==> config.mk <==
export PLATFORM = sky130hd
export DESIGN_NAME = cordic_iterative_engine
export DESIGN_NICKNAME = d
export VERILOG_FILES = /design/src/rtl/cordic_iterative_engine.sv
export SDC_FILE = /design/constraint.sdc
export NUM_CORES = 1
export LEC_CHECK = 0
export ABC_CLOCK_PERIOD_IN_PS = 18700
export BUFFER_PORTS_ARGS = -buffer_cell sky130_fd_sc_hd__clkbuf_2
export CELL_PAD_IN_SITES_DETAIL_PLACEMENT = 0
export CELL_PAD_IN_SITES_GLOBAL_PLACEMENT = 1
export CORE_MARGIN = 2
export CORE_UTILIZATION = 48
export DETAILED_ROUTE_END_ITERATION = 10
export PLACE_DENSITY = 0.89
export SLEW_MARGIN = 20
export SYNTH_ARGS = -nofsm -noshare
export SYNTH_HDL_FRONTEND = slang
export SYNTH_SLANG_ARGS = --single-unit
==> constraint.sdc <==
create_clock -name clk -period 18.7 [get_ports clk]
set_input_delay 3.74 -clock clk [delete_from_list [all_inputs] [get_ports clk]]
set_output_delay 3.74 -clock clk [all_outputs]
set_load 0.03 [all_outputs]
==> src/rtl/cordic_iterative_engine.sv <==
// Iterative multi-mode CORDIC engine: one micro-rotation per clock on a captured operand set,
// circular / hyperbolic / linear systems in rotation or vectoring mode, valid/ready on both sides.
module cordic_iterative_engine #(
  parameter int p_WIDTH      = 32,
  parameter int p_FRAC       = p_WIDTH - 3,
  parameter int p_ITERATIONS = 16
) (
  input  logic               clk,
  input  logic               reset,
  input  logic               in_valid,
  output logic               in_ready,
  input  logic [1:0]         in_system,
  input  logic               in_vectoring,
  input  logic [p_WIDTH-1:0] in_x,
  input  logic [p_WIDTH-1:0] in_y,
  input  logic [p_WIDTH-1:0] in_z,
  output logic               out_valid,
  input  logic               out_ready,
  output logic [p_WIDTH-1:0] out_x,
  output logic [p_WIDTH-1:0] out_y,
  output logic [p_WIDTH-1:0] out_z,
  output logic               out_xOverflow,
  output logic               out_yOverflow,
  output logic               out_zOverflow,
  output logic               out_modeError
);
  localparam int TAB = p_ITERATIONS + 1;
  localparam int SW  = $clog2(TAB);
  localparam logic [1:0] SYS_LIN = 2'b00;
  localparam logic [1:0] SYS_CIR = 2'b01;
  localparam logic [1:0] SYS_HYP = 2'b10;

  typedef enum logic [1:0] {IDLE, RUN, DONE} state_t;
  state_t state, state_next;

  // Elaboration-time arctan / arctanh of 2^-s, scaled to 2^p_FRAC and rounded to nearest.
  function automatic logic signed [p_WIDTH-1:0] angle_const(input logic hyp, input int s);
    real t, a;
    t = 1.0;
    for (int i = 0; i < s; i++) t = t / 2.0;
    if (hyp) begin
      if (s == 0) a = 0.0;
      else        a = $atanh(t);
    end else begin
      a = $atan(t);
    end
    for (int i = 0; i < p_FRAC; i++) a = a * 2.0;
    return p_WIDTH'($rtoi(a + 0.5));
  endfunction

  // Wrapping add/subtract returning {overflow, result}.
  function automatic logic [p_WIDTH:0] add_ovf(input logic signed [p_WIDTH-1:0] a,
                                               input logic signed [p_WIDTH-1:0] b,
                                               input logic sub);
    logic signed [p_WIDTH-1:0] r;
    logic ovf;
    r   = sub ? a - b : a + b;
    ovf = (sub ? (a[p_WIDTH-1] != b[p_WIDTH-1]) : (a[p_WIDTH-1] == b[p_WIDTH-1]))
          && (r[p_WIDTH-1] != a[p_WIDTH-1]);
    return {ovf, r};
  endfunction

  logic signed [p_WIDTH-1:0] circ_tab [TAB];
  logic signed [p_WIDTH-1:0] hyp_tab  [TAB];

  for (genvar g = 0; g < TAB; g++) begin : g_tab
    assign circ_tab[g] = angle_const(1'b0, g);
    assign hyp_tab[g]  = angle_const(1'b1, g);
  end

  logic signed [p_WIDTH-1:0] x_p0, y_p0, z_p0;
  logic [1:0]                sys_p0;
  logic                      vec_p0, merr_p0, rep_p0;
  logic [SW-1:0]             shift_p0;
  logic                      xovf_p0, yovf_p0, zovf_p0;

  logic                      d;
  logic signed [p_WIDTH-1:0] xs, ys, ang, one_q;
  logic [p_WIDTH:0]          x_res, y_res, z_res;
  logic                      repeat_now, last_iter;
  int                        sh_i;

  assign sh_i  = int'(shift_p0);
  assign one_q = p_WIDTH'(1) <<< p_FRAC;

  always_comb begin
    d   = vec_p0 ? y_p0[p_WIDTH-1] : ~z_p0[p_WIDTH-1];
    xs  = x_p0 >>> shift_p0;
    ys  = y_p0 >>> shift_p0;
    ang = '0;
    case (sys_p0)
      SYS_LIN: ang = one_q >>> shift_p0;
      SYS_CIR: ang = circ_tab[shift_p0];
      SYS_HYP: ang = hyp_tab[shift_p0];
      default: ang = '0;
    endcase
    // Circular subtracts d*y from x, hyperbolic adds it, linear leaves x alone.
    x_res = add_ovf(x_p0, ys, (sys_p0 == SYS_HYP) ? ~d : d);
    if (sys_p0 == SYS_LIN) x_res = {1'b0, x_p0};
    y_res = add_ovf(y_p0, xs, ~d);
    z_res = add_ovf(z_p0, ang, d);
    repeat_now = (sys_p0 == SYS_HYP) && !rep_p0 && (sh_i == 4 || sh_i == 13);
    if (sys_p0 == SYS_HYP) last_iter = (sh_i == p_ITERATIONS) && !repeat_now;
    else                   last_iter = (sh_i == p_ITERATIONS - 1);
  end

  always_comb begin
    state_next = state;
    in_ready   = 1'b0;
    out_valid  = 1'b0;
    case (state)
      IDLE: begin
        in_ready = 1'b1;
        if (in_valid) state_next = RUN;
      end
      RUN:  if (merr_p0 || last_iter) state_next = DONE;
      DONE: begin
        out_valid = 1'b1;
        if (out_ready) state_next = IDLE;
      end
      default: state_next = IDLE;
    endcase
  end

  // p0: captured operands / working registers, updated once per micro-rotation
  always_ff @(posedge clk) begin
    if (reset) begin
      state    <= IDLE;
      x_p0     <= '0;
      y_p0     <= '0;
      z_p0     <= '0;
      sys_p0   <= '0;
      vec_p0   <= 1'b0;
      merr_p0  <= 1'b0;
      rep_p0   <= 1'b0;
      shift_p0 <= '0;
      xovf_p0  <= 1'b0;
      yovf_p0  <= 1'b0;
      zovf_p0  <= 1'b0;
    end else begin
      state <= state_next;
      case (state)
        IDLE: if (in_valid) begin
          x_p0     <= in_x;
          y_p0     <= in_y;
          z_p0     <= in_z;
          sys_p0   <= in_system;
          vec_p0   <= in_vectoring;
          merr_p0  <= (in_system == 2'b11);
          rep_p0   <= 1'b0;
          shift_p0 <= (in_system == SYS_HYP) ? SW'(1) : '0;
          xovf_p0  <= 1'b0;
          yovf_p0  <= 1'b0;
          zovf_p0  <= 1'b0;
        end
        RUN: if (!merr_p0) begin
          x_p0    <= x_res[p_WIDTH-1:0];
          y_p0    <= y_res[p_WIDTH-1:0];
          z_p0    <= z_res[p_WIDTH-1:0];
          xovf_p0 <= xovf_p0 | x_res[p_WIDTH];
          yovf_p0 <= yovf_p0 | y_res[p_WIDTH];
          zovf_p0 <= zovf_p0 | z_res[p_WIDTH];
          rep_p0  <= repeat_now;
          if (!repeat_now) shift_p0 <= shift_p0 + SW'(1);
        end
        default: ;
      endcase
    end
  end

  assign out_x         = x_p0;
  assign out_y         = y_p0;
  assign out_z         = z_p0;
  assign out_xOverflow = xovf_p0;
  assign out_yOverflow = yovf_p0;
  assign out_zOverflow = zovf_p0;
  assign out_modeError = merr_p0;
endmodule

Word-level counts from Yosys, hierarchy flattened
Memory sizes are Yosys's and may differ from the RTL's.
Index checks and enable logic that the tools add are counted.
- add/subtract/negate cells: 7
- $lt $le $gt $ge: 1
- equal/unequal tests: 25
- shift-type cells: 3
- muxes and demuxes: 44
- bitwise logic cells: 6
- reductions and logical operators: 18
- operators by type and width (cell ; count):
    two-way mux 32 bit ; 13
    one-hot mux 32 bit (2 select lines) ; 3
    adder 32 bit ; 3
    one-hot mux 32 bit (3 select lines) ; 1
    subtractor 32 bit ; 3
    >>> shifter 32 x 5 -> 32 bit ; 2
    two-way mux 33 bit ; 1
    >>> shifter 31 x 5 -> 32 bit (first input constant) ; 1
    == test 5 bit (second input constant) ; 3
    two-way mux 5 bit ; 3
    two-way mux 1 bit ; 14
    != test 2 bit (second input constant) ; 6
    one-hot mux 5 bit (2 select lines) ; 1
    == test 2 bit (second input constant) ; 4
    one-hot mux 1 bit (2 select lines) ; 4
    AND reduction 4 bit ; 2
    >= comparator 6 bit (second input constant) ; 1
    logical AND 1 bit ; 6
    two-way mux 2 bit ; 3
    != test 1 bit ; 6
    NOT 5 -> 6 bit ; 1
    one-hot mux 2 bit (3 select lines) ; 1
    AND reduction 3 bit ; 2
    adder 5 x 1 -> 5 bit (second input constant) ; 1
    other kinds (10) ; 19
- register bits: 111
- memory bits (read-only): 2048
- bits of input ports: 103
- output and inout bits: 102
- word-level logic and storage cells: 118
- memories kept: 2
- memory list (memory ; depth ; width ; read ports ; clocked after memory_dff ; write ports ; RTL line ; RTL):
    (no name shown) ; 32 ; 32 ; 1 ; 0 ; 0 ; 94 ; SYS_HYP: ang = hyp_tab[shift_p0];
    (no name shown) ; 32 ; 32 ; 1 ; 0 ; 0 ; 93 ; SYS_CIR: ang = circ_tab[shift_p0];

Depth between registers and ports, before layout
Gate-level depths: netlist of run 1.
- depth in word-level cells: 12
- gate-level depth with buffers: 32
- gate-level depth less buffers: 26

Least setup slack after synthesis of run 1
No wires, ideal clock.
- path type: register to register
- from: reg shift_p0[1]
- to: reg yovf_p0, in the netlist out_yOverflow
- library setup time: 0.069 ns
- arrival time: 6.135 ns
- required time: 18.631 ns
- setup slack: 12.496 ns
- cell stages (with the launch flop): 27
- clock period less this slack: 6.204 ns
- cells stage by stage: dfxtp_1 -> buf_6 -> buf_12 -> mux4_2 -> mux2_2 -> o22ai_2 -> a31oi_2 -> or4_4 -> or2_2 -> or2_2 -> nor2_1 -> nor3_1 -> o21ai_0 -> o21ai_0 -> ha_1 -> clkbuf_1 -> a21o_1 -> a21oi_1 -> o211a_1 -> nor2_1 -> o311a_1 -> or4_1 -> a2111oi_2 -> xor2_1 -> mux2i_1 -> o21ai_1 -> o21ai_1
- cells in the longest elaborated chain, start to end: 8
- elaborated cells on any way between the ends: 12
- classes of those cells: 2 x add/sub; 3 x eq/ne; 1 x shift; 4 x mux; 1 x bitwise; 1 x reduce/logical
- RTL lines (what ; RTL line ; RTL):
    start: declaration ; 74 ; logic [SW-1:0] shift_p0;
    start signal: assignment ; 151 ; shift_p0 <= (in_system == SYS_HYP) ? SW'(1) : '0;
    start signal: assignment ; 164 ; if (!repeat_now) shift_p0 <= shift_p0 + SW'(1);
    >>> shifter 32 x 5 -> 32 bit (*) ; 88 ; xs = x_p0 >>> shift_p0;
    subtractor 32 bit / adder 32 bit (equally long branches) ; 57 ; r = sub ? a - b : a + b;
    two-way mux 32 bit ; 57 ;
    != test 1 bit ; 59 ; && (r[p_WIDTH-1] != a[p_WIDTH-1]);
    logical AND 1 bit (*) ; 59 ;
    bitwise OR 1 bit (*) ; 161 ; yovf_p0 <= yovf_p0 | y_res[p_WIDTH];
    two-way mux 1 bit (*) ; 156 ; RUN: if (!merr_p0) begin
    one-hot mux 1 bit (2 select lines) (*) ; 142 ; case (state)
    end signal: assignment ; 161 ;
    end: declaration ; 75 ; logic xovf_p0, yovf_p0, zovf_p0;
Every way passes the cells marked *; elsewhere a longest branch is shown, timed or not. The select of a mux whose other input is x is not followed.
A chain may end at the register's enable or synchronous reset.

Worst setup path after layout of run 1
Same ends and word-level chain as after synthesis.

==> results.sh, run 1 <==
export IMPL_outcome="completed"
export IMPL_grt_util_met2_pct=61.8
export IMPL_synth_top_area_cell="dfxtp_1"
export IMPL_hold_viol=0
export IMPL_antenna_found_initial=5
export IMPL_first_global_vias=17600
export IMPL_cts_tree="built"
export IMPL_max_slew_margin_pct=26.1
export IMPL_grt_pass1_wl_mm=106
export IMPL_p_sw_mw=1.11
export IMPL_grt_total_usage_pct=37.7
export IMPL_dp_cells=2781
export IMPL_cts_resized_gates=0
export IMPL_start_util_pct=49.0
export IMPL_clock_latency_ns=0.40
export IMPL_leakagePower_nw=7.66
export IMPL_clockBufferDepth=2
export IMPL_worstPathRequired_ns=19.03
export IMPL_p_per_area_mw_per_mm2=112
export IMPL_root_buffer="clkbuf_16"
export IMPL_die_area_mm2=0.0370
export IMPL_grtUsageMet1_pct=47.6
export IMPL_postCtsHoldBufs=0
export IMPL_syn_nets=2456
export IMPL_vdd_drop_max_uv=79.1
export IMPL_dr_first_iter_drc_count=2099
export IMPL_overflow=0
export IMPL_fin_cells=2798
export IMPL_clock_sinks=111
export IMPL_rsz0062_at_grt="no"
export IMPL_cpMaxStageDelayCell="buf_4"
export IMPL_synth_avg_cell_area_um2=7.59
export IMPL_hp_class="reg -> reg"
export IMPL_dp_hpwl_mm=54.1
export IMPL_netlist_area_mm2=0.0170
export IMPL_worstMarginPinSlew_ns=1.10
export IMPL_synth_enable_flop_cells=0
export IMPL_h_tree_depth=3
export IMPL_clk_pin_slew_ns=0.10
export IMPL_globalRouteMet3Util_pct=8.27
export IMPL_vias=18800
export IMPL_grt_max_degree=85
export IMPL_fin_skew_ns=0.0121
export IMPL_die_w_um=192
export IMPL_busiest_layer="met2"
export IMPL_worstPathArrival_ns=8.23
export IMPL_synth_area_leaders="dfxtp_1, mux4_2, ha_1, nand2_1, nor2_1"
export IMPL_synth_warnings=0
export IMPL_hold_ws_ns=0.473
export IMPL_clockPowerShare_pct=10.6
export IMPL_end_kind="flop"
export IMPL_syn_to_final_growth_pct=8.68
export IMPL_routed_wl_mm=70.6
export IMPL_intPower_mw=0.953
export IMPL_viasPerCell=6.71
export IMPL_cpMostUsedCell="o21ai_1"
export IMPL_rows=68
export IMPL_fmax_mhz=127
export IMPL_reg2reg_slack_ns=10.80
export IMPL_ys_types=98
export IMPL_pwr_share_comb_pct=71.4
export IMPL_postCtsSetupBuffers=0
export IMPL_slew_viol_final=0
export IMPL_swShare_pct=53.9
export IMPL_ant_nets=0
export IMPL_drt_pre_antenna_iters=7
export IMPL_drive_gt1_share_pct=17.4
export IMPL_postSynth_asyncResetShare_pct=0
export IMPL_ios=205
export IMPL_timing_setup_tns_ns=0
export IMPL_fin_crit_sh_pct=42.2
export IMPL_yosysSeqAreaShare_pct=13.1
export IMPL_drt_drc_violations_left=0
export IMPL_layout_min_cycle_time_ns=7.90
export IMPL_power_frac_seq_pct=18.1
export IMPL_worst_setup_path_start_kind="flop"
export IMPL_critPathTopFamily="compound AO/OA/AOI/OAI gates"
export IMPL_crit_buf_inv=1
export IMPL_cp_max_fo=74
export IMPL_ys_ff_latch=111
export IMPL_wl_per_cell_um=25.2
export IMPL_setup_viol=0
export IMPL_worst_path_largest_cell_delay_ns=0.90
export IMPL_synth_top_area_share_pct=13.1
export IMPL_crit_chain="buf_4 -> mux4_2 -> mux2_2 -> o221ai_1 -> o21ai_1 -> nor4b_4 -> nand4b_1 -> or2_2 -> nor2_1 -> nor3_1 -> o21ai_0 -> o21ai_0 -> ha_1 -> a21o_1 -> a21oi_1 -> o211a_1 -> nor2_1 -> o311a_1 -> or4_1 -> a2111oi_2 -> xor2_1 -> mux2i_1 -> o21ai_1 -> o21ai_1"
export IMPL_synthCells=2242
export IMPL_synthFlopType="dfxtp_1"
export IMPL_critPathKind="reg -> reg"
export IMPL_fin_nets=2551
export IMPL_fp_dieH_um=192
export IMPL_gp_congestion=0.984
export IMPL_port_buffers=204
export IMPL_core_mm2=0.0347
export IMPL_numCtsBuffers=9
export IMPL_maxCapViolations=0
## Yosys cell counts, types with 13 or more instances
master / instances
o21a_1: 26
a31oi_1: 38
nor3_1: 59
inv_1: 50
nor2b_1: 34
mux2i_1: 49
buf_2: 32
a21boi_0: 13
nor2_1: 245
a311oi_1: 35
dfxtp_1: 111
and3_1: 21
xnor2_1: 99
a21oi_1: 166
nand2_1: 245
a211oi_1: 32
nand2b_1: 31
o22ai_1: 22
and2_1: 18
xor2_1: 62
mux4_2: 72
o211ai_1: 21
or3_1: 15
a21o_1: 44
ha_1: 108
clkbuf_1: 87
mux2_2: 33
buf_1: 18
nand3_1: 41
o21ai_0: 141
a221oi_1: 28
## through the flow
step           util, %  setup slack, ns  total power [mW]  area [µm²]
5_1_grt           53.3            10.11              2.22       18500
3_5_place_dp      52.4            10.92              1.82       18200
2_1_floorplan        -            12.50              1.43       17000
3_3_place_gp      52.4            11.08              1.80       18200
6_report          53.3            10.80              2.06       18500
4_1_cts           53.3            10.87              2.04       18500
## worst register-to-register path: cells and delay by family, from the launching register on
kind | cells | cell delay [ns]
AOI/OAI and AO/OA | 11 | 2.72
and+or+nand+nor | 7 | 1.84
muxes | 3 | 0.99
buffers and inverters | 1 | 0.92
DFF | 1 | 0.68
adders and majority gates | 1 | 0.43
xor gates and xnor gates | 1 | 0.23
## sequential cells by signal, summed over array words and instances (netlist names)
| signal | count |
|---|---|
| rep_p0 | 1 |
| out_x | 32 |
| out_modeError | 1 |
| out_xOverflow | 1 |
| out_y | 32 |
| out_yOverflow | 1 |
| vec_p0 | 1 |
| shift_p0 | 5 |
| out_zOverflow | 1 |
| out_z | 32 |
| sys_p0 | 2 |
| state | 2 |
## layout make-up
class / count / area, µm²
Sequential cell: 111 / 2240
Antenna cell: 1 / 2.50
Clock inverter: 7 / 83.8
Timing Repair Buffer: 236 / 1260
Multi-Input combinational cell: 1924 / 13900
Inverter: 55 / 206
Clock buffer: 9 / 225
Fill cell: 3499 / 16200
Tap cell: 455 / 569
## power by group through the flow
stage	registers, mW	clock network [mW]	logic, mW
2_1_floorplan	0.390	0	1.04
3_3_place_gp	0.372	0	1.43
3_5_place_dp	0.375	0	1.44
4_1_cts	0.369	0.222	1.45
5_1_grt	0.376	0.229	1.61
6_report	0.373	0.218	1.47
## logic make-up (layout without fill, tap and decap cells)
logic type	after synthesis	after routing	synth area share, %
buffers and inverters	207	307	5.43
other	0	1	0
AOI/OAI and AO/OA	710	710	28.0
adders and majority gates	111	111	8.29
muxes	157	157	15.0
xor gates and xnor gates	162	162	8.42
and+or+nand+nor	784	784	21.8
DFF	111	111	13.1
## worst paths after layout
check | startpoint | end | cells after the start
worst max register to register | shift_p0[1] | out_yOverflow | 24
worst min-delay path | rep_p0 | rep_p0 | 2
worst min register to register | rep_p0 | rep_p0 | 2
worst max-delay path | shift_p0[1] | out_yOverflow | 24
## cells in the final DEF (no fill, tap or decap), drive strengths merged, types with 9 or more instances in the layout
master	count
o22ai	23
mux2i	49
mux2	34
xnor2	99
a22oi	10
a31oi	39
a211oi	32
nor4	11
and2	20
a32oi	11
nand3	42
a21oi	166
nor2b	34
nand2b	31
nor3	60
a221oi	30
a311oi	35
inv	58
mux4	74
o21a	26
or2	9
o211ai	22
o221ai	11
dfxtp	111
o21ai	149
ha	108
buf	33
clkbuf	212
a21boi	13
nand2	245
or3	15
o21bai	10
nor2	245
a21o	44
nand3b	11
o31ai	12
xor2	62
and3	21
## metal layers
layer	share of wire (%)	wire length [µm]
met1	40	28600
met5	0.069	49
met2	46	32800
met3	8.8	6200
met4	4.2	2980
Power figures use the tool's default switching activity.
==> inputs of run 2 (changes only) <==
Settings changed: ABC_CLOCK_PERIOD_IN_PS 18700 to 6600, CORE_UTILIZATION 48 to 41, PLACE_DENSITY 0.89 to 0.81.
Clock period 18.7 ns to 6.6 ns, I/O delays scaled along.
==> run 2 against run 1 <==
Against the previous run:
- clock skew rose by 0.0090 ns
- flip-flop and latch count did not move
- register-to-register slack got worse by 10 ns
- largest cell class unchanged
- count of clock-buffer cells in the layout did not move
- largest power group unchanged
==> results.sh, run 2 (synthesized netlist as in run 1, its figures left out) <==
export IMPL_grt_max_degree=83
export IMPL_worstMarginPinSlew_ns=0.917
export IMPL_p_sw_mw=3.21
export IMPL_mostFrequentLayoutCells="nand2_1, nor2_1, clkbuf_2"
export IMPL_reg2reg_slack_ns=0.30
export IMPL_dp_hpwl_mm=58.6
export IMPL_swShare_pct=53.2
export IMPL_grt_total_usage_pct=33.5
export IMPL_routed_wl_mm=74.9
export IMPL_rsz0062_at_grt="yes"
export IMPL_overflow=0
export IMPL_antenna_found_initial=0
export IMPL_end_kind="flop"
export IMPL_max_slew_margin_pct=38.5
export IMPL_die_w_um=208
export IMPL_ant_nets=0
export IMPL_fmax_mhz=159
export IMPL_reg2reg_from="shift_p0[1]"
export IMPL_final_common_cell="nand2_1"
export IMPL_outcome="completed"
export IMPL_rows=74
export IMPL_die_area_mm2=0.0432
export IMPL_rr_endpoint="out_yOverflow"
export IMPL_ios=205
export IMPL_setup_viol=0
export IMPL_dpl_instance_area_mm2=0.0191
export IMPL_numCtsBuffers=9
export IMPL_critPathCapture="out_yOverflow"
export IMPL_start_util_pct=41.6
export IMPL_leakagePower_nw=8.25
export IMPL_viasPerCell=6.44
export IMPL_fin_crit_sh_pct=95.4
export IMPL_vias=19200
export IMPL_design_area_mm2=0.0196
export IMPL_hp_class="reg -> reg"
export IMPL_drt_pre_antenna_iters=6
export IMPL_clockBufferDepth=2
export IMPL_dr_first_iter_drc_count=1823
export IMPL_whs_path_depth=2
export IMPL_cts_tree="built"
export IMPL_fin_skew_ns=0.0211
export IMPL_critPathLaunch="shift_p0[1]"
export IMPL_worstPathArrival_ns=6.65
export IMPL_worstPathRequired_ns=6.96
export IMPL_fp_dieH_um=208
export IMPL_wl_per_cell_um=25.1
export IMPL_power_frac_seq_pct=16.8
export IMPL_grt_pass1_wl_mm=112
export IMPL_root_buffer="clkbuf_16"
export IMPL_maxCapViolations=0
export IMPL_clk_pin_slew_ns=0.10
export IMPL_clock_latency_ns=0.43
export IMPL_gp_congestion=1.01
export IMPL_critPathKind="reg -> reg"
export IMPL_drt_drc_violations_left=0
export IMPL_p_per_area_mw_per_mm2=307
export IMPL_clock_sinks=111
export IMPL_final_core_util_pct=48.0
export IMPL_timing_setup_tns_ns=0
export IMPL_cp_max_fo=9
export IMPL_worst_setup_path_start_kind="flop"
export IMPL_first_global_vias=18200
export IMPL_slew_viol_final=0
export IMPL_hold_viol=0
export IMPL_clockPowerShare_pct=10.5
export IMPL_vdd_drop_max_uv=140
export IMPL_h_tree_depth=3
export IMPL_pwr_share_comb_pct=72.6
export IMPL_fin_nets=2663
export IMPL_r2r_cells=23
export IMPL_fin_total_pwr_mw=6.03
export IMPL_core_mm2=0.0409
export IMPL_syn_to_final_growth_pct=15.4
export IMPL_hold_ws_ns=0.471
export IMPL_drive_gt1_share_pct=21.5
export IMPL_postCtsHoldBufs=0
export IMPL_port_buffers=204
export IMPL_layout_min_cycle_time_ns=6.30
export IMPL_intPower_mw=2.82
==> run 2: cell types whose count changed in the layout (fill, tap and decap cells not counted), moves of 2 or more <==
cell     delta
buf_4     +101
buf_12      +5
mux2i_1     -3
mux2i_2     +3
buf_16      +2
buf_6       +2
o21ai_0     -2
o21ai_1     +2
==> run 2: cell type report <==
cell class              instances  area (µm²)
fillers                      4182       21300
multi-input cells            1924       14000
repair buffers                348        2240
flip-flops and latches        111        2240
well taps                     532         666
clock buffers                   9         225
inverters                      55         206
clock inverters                 7        86.3
diodes                          1        2.50
==> run 2: what timing repair did <==
action	4_1_cts	5_1_grt
endpoints found under the hold margin	0	0
buffers inserted	0	13
endpoints found under the setup margin	1	24
gates cloned	0	1
pin swaps	0	2
resized for setup	1	15
==> run 2: through the flow <==
stage | setup WS (ns) | std cells
detailed placement | 0.00960 | 2956
CTS | 0.00873 | 2972
finish | 0.302 | 2987
floorplan | 0.396 | 2242
global placement | 0.0617 | 2956
global route | -0.0110 | 2986
==> run 2: how the worst min path moves through the flow <==
| stage | slack (ns) | start | end |
|---|---|---|---|
| 2_1_floorplan | 0.43 | rep_p0 | rep_p0 |
| 3_3_place_gp | 0.45 | rep_p0 | rep_p0 |
| 3_5_place_dp | 0.46 | rep_p0 | rep_p0 |
| 4_1_cts | 0.47 | rep_p0 | rep_p0 |
| 5_1_grt | 0.51 | rep_p0 | rep_p0 |
| 6_report | 0.47 | rep_p0 | rep_p0 |
==> run 2: metal layers <==
layer / part of all wire, % / track usage (%) / vias up / wire (µm)
met5: 0 / 0 / - / 0
met4: 4.2 / 14.0 / 0 / 3150
met3: 7.5 / 5.49 / 158 / 5610
met2: 46 / 55.0 / 894 / 34800
met1: 42 / 43.7 / 9352 / 31400
li1: - / - / 8834 / -
==> run 2: power groups by stage <==
| stage | registers, mW | logic (mW) | clock network (mW) |
|---|---|---|---|
| 2_1_floorplan | 1.10 | 2.96 | 0 |
| 3_3_place_gp | 1.03 | 4.23 | 0 |
| 5_1_grt | 1.03 | 4.77 | 0.666 |
| 3_5_place_dp | 1.03 | 4.25 | 0 |
| 6_report | 1.02 | 4.38 | 0.634 |
| 4_1_cts | 1.01 | 4.28 | 0.645 |
==> run 2: worst max-delay path, cell delays in order, from the launching register on <==
cell	delay [ns]
dfxtp_4	0.47
buf_12	0.14
mux4_2	0.50
mux2_2	0.32
a22oi_1	0.34
o21ai_1	0.25
nor4b_4	0.36
or4b_4	0.52
or2_1	0.25
nor2_1	0.19
buf_4	0.16
a21oi_1	0.07
xor2_1	0.18
ha_1	0.23
nor2_1	0.16
o211a_1	0.18
nor2_1	0.05
o311a_1	0.35
or4_4	0.51
a2111oi_4	0.38
xor2_1	0.21
mux2i_1	0.21
o21ai_1	0.07
o21ai_1	0.10
